==> src/rtl/ov5640_pkg.sv <==
// Shared definitions for the OV5640 init sequencer: FSM encoding, SCCB constants
// and the software-reset detector.
package ov5640_pkg;

  typedef enum logic [3:0] {
    ST_IDLE  = 4'd0,
    ST_PWRUP = 4'd1,
    ST_RD    = 4'd2,
    ST_LATCH = 4'd3,
    ST_SEND  = 4'd4,
    ST_WAIT  = 4'd5,
    ST_SWDLY = 4'd6,
    ST_NEXT  = 4'd7,
    ST_DONE  = 4'd8,
    ST_ERROR = 4'd9
  } seq_state_e;

  localparam logic [15:0] SWRST_REG_ADDR      = 16'h3008;
  localparam logic [7:0]  OV5640_SCCB_WR_ADDR = 8'h78;

  // Only a write that sets bit 7 of 0x3008 resets the sensor; other 0x3008 writes do not.
  function automatic logic is_swrst(input logic [15:0] reg_addr, input logic [7:0] data);
    return (reg_addr == SWRST_REG_ADDR) && data[7];
  endfunction

endpackage

==> src/rtl/ov5640_init_sequencer_if.sv <==
// Request/response bus between the init sequencer and the SCCB write master.
interface ov5640_init_sequencer_if;
  logic        wr_valid;
  logic        wr_ready;
  logic [7:0]  wr_dev_addr;
  logic [15:0] wr_reg_addr;
  logic [7:0]  wr_data;
  logic        wr_done;
  logic        wr_nack;

  modport master (
    output wr_valid, wr_dev_addr, wr_reg_addr, wr_data,
    input  wr_ready, wr_done, wr_nack
  );

  modport slave (
    input  wr_valid, wr_dev_addr, wr_reg_addr, wr_data,
    output wr_ready, wr_done, wr_nack
  );
endinterface

==> src/rtl/ov5640_init_sequencer_delay_cnt.sv <==
// Loadable cycle counter: after a load of N (N >= 1), expired is high on the Nth cycle,
// so a state that waits for expired lasts exactly N cycles.
module ov5640_delay_cnt #(
  parameter int W = 20
) (
  input  logic         clk,
  input  logic         reset,
  input  logic         load,
  input  logic [W-1:0] cycles,
  output logic         expired
);

  logic [W-1:0] cnt_r;
  logic [W-1:0] last_r;
  logic         run_r;

  // Count from 0 up to cycles-1 after each load, then stop
  always_ff @(posedge clk) begin
    if (reset) begin
      cnt_r  <= '0;
      last_r <= '0;
      run_r  <= 1'b0;
    end else if (load) begin
      cnt_r  <= '0;
      last_r <= cycles - W'(1);
      run_r  <= 1'b1;
    end else if (run_r) begin
      if (cnt_r == last_r) begin
        run_r <= 1'b0;
      end else begin
        cnt_r <= cnt_r + W'(1);
      end
    end
  end

  assign expired = run_r && (cnt_r == last_r);

endmodule

==> src/rtl/ov5640_init_sequencer.sv <==
// Walks the OV5640 init ROM and issues one SCCB write per entry, with power-up and
// software-reset settle delays and bounded NACK retries.
module ov5640_init_sequencer
  import ov5640_pkg::*;
#(
  parameter int         ADDR_WIDTH    = 8,
  parameter int         INIT_REG_NUM  = 252,
  parameter logic [7:0] SCCB_DEV_ADDR = OV5640_SCCB_WR_ADDR,
  parameter int         PWRUP_DLY_CYC = 1_000_000,
  parameter int         SWRST_DLY_CYC = 250_000,
  parameter int         MAX_RETRY     = 3
) (
  input  logic                  clk,
  input  logic                  reset,
  input  logic                  start,
  output logic [ADDR_WIDTH-1:0] rom_addr,
  input  logic [23:0]           rom_q,
  ov5640_init_sequencer_if.master sccb,
  output logic                  busy,
  output logic                  init_done,
  output logic                  init_error,
  output logic [ADDR_WIDTH-1:0] err_index
);

  localparam int DLY_MAX = (PWRUP_DLY_CYC > SWRST_DLY_CYC) ? PWRUP_DLY_CYC : SWRST_DLY_CYC;
  localparam int DLY_W   = $clog2(DLY_MAX + 1);
  localparam int RETRY_W = (MAX_RETRY > 0) ? $clog2(MAX_RETRY + 1) : 1;

  localparam logic [ADDR_WIDTH-1:0] LAST_ADDR = ADDR_WIDTH'(INIT_REG_NUM - 1);
  localparam logic [RETRY_W-1:0]    RETRY_LIM = RETRY_W'(MAX_RETRY);
  localparam logic [DLY_W-1:0]      PWRUP_CNT = DLY_W'(PWRUP_DLY_CYC);
  localparam logic [DLY_W-1:0]      SWRST_CNT = DLY_W'(SWRST_DLY_CYC);

  seq_state_e            state_r;
  logic [ADDR_WIDTH-1:0] rom_addr_r;
  logic                  wr_valid_r;
  logic [15:0]           wr_reg_addr_r;
  logic [7:0]            wr_data_r;
  logic                  busy_r;
  logic                  init_done_r;
  logic                  init_error_r;
  logic [ADDR_WIDTH-1:0] err_index_r;
  logic [RETRY_W-1:0]    retry_r;

  logic                  start_ok_s;
  logic                  swrst_s;
  logic                  dly_load_s;
  logic [DLY_W-1:0]      dly_val_s;
  logic                  dly_expired_s;

  // Delay counter load: power-up on an accepted start, settle on an acked soft reset
  always_comb begin
    start_ok_s = start && ((state_r == ST_IDLE) || (state_r == ST_DONE) || (state_r == ST_ERROR));
    swrst_s    = is_swrst(wr_reg_addr_r, wr_data_r);
    dly_load_s = start_ok_s ||
                 ((state_r == ST_WAIT) && sccb.wr_done && !sccb.wr_nack && swrst_s);
    if (start_ok_s) begin
      dly_val_s = PWRUP_CNT;
    end else begin
      dly_val_s = SWRST_CNT;
    end
  end

  ov5640_delay_cnt #(
    .W (DLY_W)
  ) u_delay_cnt (
    .clk     (clk),
    .reset   (reset),
    .load    (dly_load_s),
    .cycles  (dly_val_s),
    .expired (dly_expired_s)
  );

  // Sequencer FSM with all outputs registered
  always_ff @(posedge clk) begin
    if (reset) begin
      state_r       <= ST_IDLE;
      rom_addr_r    <= '0;
      wr_valid_r    <= 1'b0;
      wr_reg_addr_r <= 16'h0000;
      wr_data_r     <= 8'h00;
      busy_r        <= 1'b0;
      init_done_r   <= 1'b0;
      init_error_r  <= 1'b0;
      err_index_r   <= '0;
      retry_r       <= '0;
    end else begin
      case (state_r)
        ST_IDLE, ST_DONE, ST_ERROR: begin
          if (start_ok_s) begin
            rom_addr_r   <= '0;
            init_done_r  <= 1'b0;
            init_error_r <= 1'b0;
            retry_r      <= '0;
            busy_r       <= 1'b1;
            state_r      <= ST_PWRUP;
          end
        end
        ST_PWRUP: begin
          if (dly_expired_s) begin
            state_r <= ST_RD;
          end
        end
        ST_RD: begin
          state_r <= ST_LATCH;
        end
        ST_LATCH: begin
          wr_reg_addr_r <= rom_q[23:8];
          wr_data_r     <= rom_q[7:0];
          wr_valid_r    <= 1'b1;
          state_r       <= ST_SEND;
        end
        ST_SEND: begin
          if (sccb.wr_ready) begin
            wr_valid_r <= 1'b0;
            state_r    <= ST_WAIT;
          end
        end
        ST_WAIT: begin
          if (sccb.wr_done) begin
            if (sccb.wr_nack) begin
              if (retry_r < RETRY_LIM) begin
                retry_r    <= retry_r + RETRY_W'(1);
                wr_valid_r <= 1'b1;
                state_r    <= ST_SEND;
              end else begin
                err_index_r  <= rom_addr_r;
                init_error_r <= 1'b1;
                busy_r       <= 1'b0;
                state_r      <= ST_ERROR;
              end
            end else if (swrst_s) begin
              state_r <= ST_SWDLY;
            end else begin
              state_r <= ST_NEXT;
            end
          end
        end
        ST_SWDLY: begin
          if (dly_expired_s) begin
            state_r <= ST_NEXT;
          end
        end
        ST_NEXT: begin
          retry_r <= '0;
          if (rom_addr_r == LAST_ADDR) begin
            init_done_r <= 1'b1;
            busy_r      <= 1'b0;
            state_r     <= ST_DONE;
          end else begin
            rom_addr_r <= rom_addr_r + ADDR_WIDTH'(1);
            state_r    <= ST_RD;
          end
        end
        default: begin
          state_r <= ST_IDLE;
        end
      endcase
    end
  end

  assign rom_addr         = rom_addr_r;
  assign sccb.wr_valid    = wr_valid_r;
  assign sccb.wr_dev_addr = SCCB_DEV_ADDR;
  assign sccb.wr_reg_addr = wr_reg_addr_r;
  assign sccb.wr_data     = wr_data_r;
  assign busy             = busy_r;
  assign init_done        = init_done_r;
  assign init_error       = init_error_r;
  assign err_index        = err_index_r;

endmodule
==> src/flat_wrapper.sv <==
// flat-port wrapper written by rule: the top's interface ports become plain ports
module ov5640_init_sequencer_flat import ov5640_pkg::*;
#(
  parameter int         ADDR_WIDTH    = 8,
  parameter int         INIT_REG_NUM  = 252,
  parameter logic [7:0] SCCB_DEV_ADDR = OV5640_SCCB_WR_ADDR,
  parameter int         PWRUP_DLY_CYC = 1_000_000,
  parameter int         SWRST_DLY_CYC = 250_000,
  parameter int         MAX_RETRY     = 3
)
  (clk, reset, start, rom_addr, rom_q, busy, init_done, init_error, err_index, sccb_wr_valid, sccb_wr_dev_addr, sccb_wr_reg_addr, sccb_wr_data, sccb_wr_ready, sccb_wr_done, sccb_wr_nack);
  ov5640_init_sequencer_if sccb_i ();
  input  logic clk;
  input  logic reset;
  input  logic start;
  output logic [ADDR_WIDTH-1:0] rom_addr;
  input  logic [23:0] rom_q;
  output logic busy;
  output logic init_done;
  output logic init_error;
  output logic [ADDR_WIDTH-1:0] err_index;
  output wire logic [$bits(sccb_i.wr_valid)-1:0] sccb_wr_valid;
  output wire logic [$bits(sccb_i.wr_dev_addr)-1:0] sccb_wr_dev_addr;
  output wire logic [$bits(sccb_i.wr_reg_addr)-1:0] sccb_wr_reg_addr;
  output wire logic [$bits(sccb_i.wr_data)-1:0] sccb_wr_data;
  input wire logic [$bits(sccb_i.wr_ready)-1:0] sccb_wr_ready;
  input wire logic [$bits(sccb_i.wr_done)-1:0] sccb_wr_done;
  input wire logic [$bits(sccb_i.wr_nack)-1:0] sccb_wr_nack;
  assign sccb_wr_valid = sccb_i.wr_valid;
  assign sccb_wr_dev_addr = sccb_i.wr_dev_addr;
  assign sccb_wr_reg_addr = sccb_i.wr_reg_addr;
  assign sccb_wr_data = sccb_i.wr_data;
  assign sccb_i.wr_ready = sccb_wr_ready;
  assign sccb_i.wr_done = sccb_wr_done;
  assign sccb_i.wr_nack = sccb_wr_nack;
  ov5640_init_sequencer #(.ADDR_WIDTH(ADDR_WIDTH), .INIT_REG_NUM(INIT_REG_NUM), .SCCB_DEV_ADDR(SCCB_DEV_ADDR), .PWRUP_DLY_CYC(PWRUP_DLY_CYC), .SWRST_DLY_CYC(SWRST_DLY_CYC), .MAX_RETRY(MAX_RETRY)) u_core (.clk(clk), .reset(reset), .start(start), .rom_addr(rom_addr), .rom_q(rom_q), .sccb(sccb_i), .busy(busy), .init_done(init_done), .init_error(init_error), .err_index(err_index));
endmodule
==> config.mk <==
export PLATFORM = sky130hd
export DESIGN_NAME = ov5640_init_sequencer_flat
export DESIGN_NICKNAME = d
export VERILOG_FILES = /design/src/rtl/ov5640_pkg.sv /design/src/rtl/ov5640_init_sequencer_if.sv /design/src/rtl/ov5640_init_sequencer_delay_cnt.sv /design/src/rtl/ov5640_init_sequencer.sv /design/src/flat_wrapper.sv
export SDC_FILE = /design/constraint.sdc
export NUM_CORES = 1
export LEC_CHECK = 0
export BUFFER_PORTS_ARGS = -buffer_cell sky130_fd_sc_hd__buf_2
export CAP_MARGIN = 20
export CELL_PAD_IN_SITES_DETAIL_PLACEMENT = 1
export CELL_PAD_IN_SITES_GLOBAL_PLACEMENT = 2
export CORE_MARGIN = 2
export CORE_UTILIZATION = 28
export DETAILED_ROUTE_END_ITERATION = 16
export GPL_TIMING_DRIVEN = 0
export MAX_ROUTING_LAYER = met4
export PLACE_DENSITY_LB_ADDON = 0.1
export SETUP_SLACK_MARGIN = 0.02
export SLEW_MARGIN = 20
export SYNTH_ARGS = -nofsm -noshare
export SYNTH_HDL_FRONTEND = slang
export SYNTH_SLANG_ARGS = --single-unit
==> constraint.sdc <==
create_clock -name clk -period 1.9 [get_ports clk]
set_input_delay 0 -clock clk [delete_from_list [all_inputs] [get_ports clk]]
set_output_delay 0 -clock clk [all_outputs]
set_load 0.01 [all_outputs]
==> results.yml, run 1 <==
run_status:
  status: "finished with violations"
  violations: "negative setup slack"
global_routing:
  use_met2_pct: 27.1
  use_met1_pct: 21.0
  grtUsageMet3_pct: 5.18
  grt_pass1_vias: 3393
  grt_antenna_before_repair: 0
  grt_max_degree: 13
  grtUsageTotal_pct: 17.0
  overflow: 0
  grt-busiest-layer: "met2"
  grt_pass1_wl_um: 17100
yosys:
  netlist_area_um2: 3490
  async_flop_share_pct: 0
  synth_edf_count: 0
  yosysSeqAreaShare_pct: 42.5
  ys_ff_latch: 74
  ys.flop_type: "dfxtp_1"
  synth.distinct_cells: 56
  syn_avg_cell_area_um2: 8.27
  netlist_instances: 422
  yosys_warnings: 0
worst_setup_path:
  critPathBufInv: 0
  crit_path_end_kind: "register"
  cp.arrival_ns: 2.19
  cp_slowest_stage_delay_ns: 0.52
  worstPathCellList: "or4_4 > a2111oi_4 > nand4_1 > o22a_2 > mux2_4"
  crit_fanout: 3
  start_kind: "register"
  crit_path_top_delay_cell: "or4_4"
  cp.required_ns: 2.13
  cp_top_family: "simple AND/OR/NAND/NOR gates"
  crit_type: "register to register"
drt:
  drc: 0
  wl_per_cell_um: 14.6
  drtPass1Iterations: 4
  ant_nets: 0
  wl_um: 10700
  vias: 3450
  first_iter_violations: 138
  vias_per_cell: 4.72
clock_network:
  clk_latency_ns: 0.34
  htreeDepth: 3
  clock-sinks: 74
  cts_root_buf: "clkbuf_16"
  clockBufferDepth: 2
  clkTransAtPathRegs_ns: 0.06
  cts_buffers: 9
  cts_tree: "done"
timing:
  finalHoldViolations: 0
  rsz0062_at_grt: "yes"
  setup_viol: 4
  slew_viol_final: 0
  fin_crit_ns: 1.96
  layout_setup_ws_ns: -0.0561
  slew_headroom_pct: 58.9
  fmax_ghz: 0.511
  setup_tns_ns: -0.0734
  skew_ns: 0.00585
  period_share_pct: 103
  whs_ns: 0.0206
  tightest_slew_ns: 0.617
power_and_ir_drop:
  pwr-share-comb_pct: 28.6
  p_total_w: 0.00485
  leakage_nw: 1.93
  seqPwrFrac_pct: 36.9
  power_frac_clock_pct: 34.5
  switchingPower_w: 0.00156
  p_int_w: 0.00328
  netSwitchingFraction_pct: 32.3
  peakVddDrop_uv: 504
  pwr_density_cell_nw_per_um2: 970
final_layout:
  layout_commonest_cell: "buf_2"
  drive_gt1_share_pct: 30.2
  final_cells: 731
  fillCellCount: 1459
  final_cell_mix: "buf_2, dfxtp_1, nand2_1"
  area_growth_pct: 43.3
  n_antenna_cell: 0
  multiInputGateArea_um2: 1980
  nets: 591
  regArea_um2: 1500
die:
  die_w_um: 116
  ios: 82
  core-area_um2: 12100
  rows: 40
  dieArea_um2: 13400
  initial_utilization_pct: 28.9
  die_h_um: 116
job:
  max_cap_viol_count: 0
place:
  pre_cts_ws_ns: -0.532
  routabilityCongestion: 0.783
  port-buffer-count: 73
  hpwl_um: 7370
  dp.cells: 669
min_path:
  hold_path.class: "primary input to register"
==> final timing paths <==
path | startpoint | end | slack (ns) | depth (start not counted)
hold reg to reg | u_core.sccb.wr_data[0] | u_core.sccb.wr_data[0] | 0.45 | 2
setup / recovery | u_core.u_delay_cnt.cnt_r[8] | u_core.state_r[2] | -0.06 | 5
setup reg to reg | u_core.u_delay_cnt.cnt_r[8] | u_core.state_r[2] | -0.06 | 5
hold / removal | reset | u_core.state_r[1] | 0.02 | 3
==> final cells by class <==
class / count / share of cell area, %
multi-input combinational: 310 / 39.5
sequential: 74 / 30.0
timing repair buffer: 120 / 15.8
clock buffer: 10 / 4.58
tap: 168 / 4.21
buffer: 27 / 3.51
inverter: 16 / 1.20
clock inverter: 6 / 1.15
==> logic make-up (layout without fill, tap and decap cells) <==
family          count (synthesis)  count (layout)  share of synthesized area [%]
compound gates                 81              81                           15.7
xor+xnor                       22              22                           5.52
fa+ha+maj                       3               3                           1.08
buf+inv                        44             179                           5.74
flops                          74              74                           42.5
mux                            13              13                           4.23
other cells                     2               8                          0.215
simple gates                  183             183                           25.0
==> stage by stage <==
| step | utilization (%) | area (um^2) |
|---|---|---|
| after floorplan | - | 3510 |
| after global placement | 33.9 | 4090 |
| after detailed placement | 33.9 | 4090 |
| after CTS | 40.0 | 4820 |
| after global routing | 41.4 | 5000 |
| final | 41.4 | 5000 |
==> synth_stat cells (3+ instances only) <==
master    count  share of area [%]
nand2_1      63                6.8
a21oi_1      42                6.0
or4_1         5                1.1
and3_1        7                1.3
mux2i_1      11                3.2
clkbuf_1     16                1.7
xnor2_1      18                4.5
ha_1          3                1.1
a211oi_1      6                1.3
nand2b_1      6                1.1
buf_2         4               0.57
nand3_1      13                1.9
xor2_1        4                1.0
nor3_1        8                1.1
o21ai_0       7                1.0
dfxtp_1      74                 42
nor2_1       51                5.5
buf_4         8                1.7
inv_1        16                1.7
nand4_1      11                2.0
==> worst min-delay path, delay by kind of cell <==
family	cells	cell delay, ns
muxes	1	0.06
buffers and inverters	1	0.14
and+or+nand+nor	1	0.11
==> power groups by stage <==
| stage | Sequential [W] | Combinational [W] | Clock [W] |
|---|---|---|---|
| floorplan | 0.00181 | 0.000719 | 0 |
| global placement | 0.00180 | 0.00107 | 0 |
| detailed placement | 0.00181 | 0.00108 | 0 |
| CTS | 0.00178 | 0.00132 | 0.00175 |
| global route | 0.00181 | 0.00153 | 0.00181 |
| finish | 0.00179 | 0.00139 | 0.00167 |
==> state kept, by name, summed over array words and instances (netlist names) <==
register / flops
u_core.busy: 1
u_core.err_index: 8
u_core.init_done: 1
u_core.init_error: 1
u_core.retry_r: 2
u_core.rom_addr: 8
u_core.sccb.wr_data: 8
u_core.sccb.wr_reg_addr: 16
u_core.sccb.wr_valid: 1
u_core.state_r: 4
u_core.u_delay_cnt.cnt_r: 20
u_core.u_delay_cnt.last_r: 3
u_core.u_delay_cnt.run_r: 1
==> timing repair <==
item	CTS	global route
pin swaps	6	11
gates cloned	0	2
resized for setup	29	31
endpoints found under the hold margin	24	0
hold buffers	24	0
buffers inserted	13	8
setup endpoints to repair	74	63
==> layer usage <==
metal / up-vias / share of wire, %
li1: 1720 / -
met1: 1652 / 47
met2: 67 / 48
met3: 11 / 4.2
met4: 0 / 1.1
met5: - / 0
Note: power is estimated with default switching activity, not from simulation.
==> inputs of run 2 (changes only) <==
--- a/config.mk
+++ b/config.mk
@@ -9,7 +9,8 @@
 export CAP_MARGIN = 20
 export CELL_PAD_IN_SITES_DETAIL_PLACEMENT = 1
 export CELL_PAD_IN_SITES_GLOBAL_PLACEMENT = 2
-export CORE_MARGIN = 2
+export CORE_ASPECT_RATIO = 1.75
+export CORE_MARGIN = 5
 export CORE_UTILIZATION = 28
 export DETAILED_ROUTE_END_ITERATION = 16
 export GPL_TIMING_DRIVEN = 0
==> run 2 against run 1 <==
The flow still finishes with violations (negative setup slack). Die area is 11% higher. Via count down 0.72%. Maximum frequency is 4.5% lower. Critical path depth up 1. Design area is 1.4% lower. Count of clock-buffer cells in the layout shrank 1. Sequential share of layout area rose by 0.35 points. Setup slack got worse by 0.091 ns. Core utilization shrank 1.6 points. Power grew 4.2%. Clock skew increased by 0.0022 ns. Highest routed layer unchanged.
==> results.yml, run 2 (synthesis results as in run 1) <==
run_status:
  status: "finished with violations"
  violations: "negative setup slack"
min_path:
  hold_path.class: "primary input to register"
drt:
  ant_nets: 0
  drc: 0
  vias_per_cell: 4.76
  first_iter_violations: 118
  drtPass1Iterations: 4
  wl_per_cell_um: 15.6
  vias: 3425
  wl_um: 11300
global_routing:
  grtUsageTotal_pct: 16.5
  grt_max_degree: 14
  grt_pass1_vias: 3710
  grt_pass1_wl_um: 18500
  overflow: 0
  grt_antenna_before_repair: 0
worst_setup_path:
  crit_fanout: 3
  crit_type: "register to register"
  cp.required_ns: 2.12
  critPathBufInv: 1
  start_kind: "register"
  cp_top_family: "simple AND/OR/NAND/NOR gates"
  worstPathCellList: "or4_4 > a2111oi_4 > buf_4 > nand4_1 > o22a_2 > mux2_4"
  crit_path_end_kind: "register"
  cp_slowest_stage_delay_ns: 0.54
  crit_path_top_delay_cell: "or4_4"
  cp.arrival_ns: 2.27
clock_network:
  cts_root_buf: "clkbuf_16"
  cts_tree: "done"
  htreeDepth: 3
  clockBufferDepth: 2
  clk_latency_ns: 0.34
  cts_buffers: 9
  clkTransAtPathRegs_ns: 0.06
  clock-sinks: 74
final_layout:
  final_cells: 719
  nets: 579
  drive_gt1_share_pct: 27.8
  final_cell_mix: "buf_2, dfxtp_1, nand2_1"
  fillCellCount: 1490
  area_growth_pct: 41.2
  final_util_pct: 39.9
  largest-register: "u_core.u_delay_cnt.cnt_r"
  largest_reg_flops: 20
  layout_commonest_cell: "buf_2"
  fin_area_um2: 4930
  n_antenna_cell: 0
timing:
  tightest_slew_ns: 0.618
  setup_tns_ns: -0.778
  period_share_pct: 108
  setup_viol: 9
  whs_ns: 0.0237
  fmax_ghz: 0.488
  fin_crit_ns: 2.05
  slew_headroom_pct: 58.8
  layout_setup_ws_ns: -0.148
  finalHoldViolations: 0
  rsz0062_at_grt: "yes"
  slew_viol_final: 0
  skew_ns: 0.00800
die:
  dieArea_um2: 14900
  ios: 82
  initial_utilization_pct: 28.2
  core-area_um2: 12400
  die_h_um: 158
  die_w_um: 94.4
  rows: 54
power_and_ir_drop:
  pwr_density_cell_nw_per_um2: 1020
  peakVddDrop_uv: 517
  leakage_nw: 1.91
place:
  hpwl_um: 8360
  port-buffer-count: 73
  routabilityCongestion: 0.789
  dp.cells: 669
  dpl-instance-area_um2: 4090
job:
  max_cap_viol_count: 0
==> run 2: cell types whose count changed in the layout (fill, tap and decap cells not counted), sizes merged <==
cell	change
buf	-9
clkbuf	-4
bufinv	+2
clkinv	-2
inv	+1
==> run 2: power by group <==
part | switching [W] | internal (W)
registers | 0.000118 | 0.00167
clock network | 0.000684 | 0.00128
logic | 0.000751 | 0.000547
total | 0.00155 | 0.00350
==> run 2: timing repair <==
action / CTS / global route
setup buffers: 6 / 5
hold buffers: 24 / 0
resized for setup: 21 / 40
gates cloned: 0 / 1
pin swaps: 4 / 7
endpoints found under the hold margin: 24 / 0
setup endpoints to repair: 72 / 65
==> run 2: area by class of cell <==
cell class / count / area [um^2] / share of cell area [%]
Tap cell: 168 / 210 / 4.27
Inverter: 16 / 60.1 / 1.22
Clock inverter: 7 / 116 / 2.36
Buffer: 26 / 171 / 3.48
Clock buffer: 9 / 225 / 4.57
Multi-Input combinational cell: 310 / 1940 / 39.3
Timing Repair Buffer: 109 / 712 / 14.4
Sequential cell: 74 / 1500 / 30.4
==> run 2: stage by stage <==
| step | setup slack [ns] | power, W |
|---|---|---|
| after detailed placement | -0.529 | 0.00290 |
| after floorplan | 0.00785 | 0.00253 |
| after global routing | -0.243 | 0.00536 |
| final | -0.148 | 0.00505 |
| after CTS | -0.233 | 0.00505 |
| after global placement | -0.502 | 0.00287 |
==> run 2: path summary, 6_finish.rpt <==
path	startpoint	end	slack (ns)	cells after the start
max	u_core.u_delay_cnt.cnt_r[8]	u_core.state_r[2]	-0.15	6
min	reset	u_core.state_r[1]	0.02	3
max reg2reg	u_core.u_delay_cnt.cnt_r[8]	u_core.state_r[2]	-0.15	6
min reg2reg	u_core.sccb.wr_data[3]	u_core.sccb.wr_data[3]	0.46	2
==> run 2: worst reg2reg max path: cells and delay by family, from the launching register on <==
kind	cells	cell delay [ns]
buffers and inverters	1	0.20
muxes	1	0.29
AOI/OAI and AO/OA	2	0.44
DFF	1	0.34
and+or+nand+nor	2	0.67
==> run 2: per-layer routing <==
metal  track usage [%]  vias to the layer above  wire, um
li1                  -                     1690         -
met3              3.71                       12       365
met4              6.27                        0       210
met5                 -                        -         0
met1              16.6                     1656      4170
met2              30.6                       67      6510
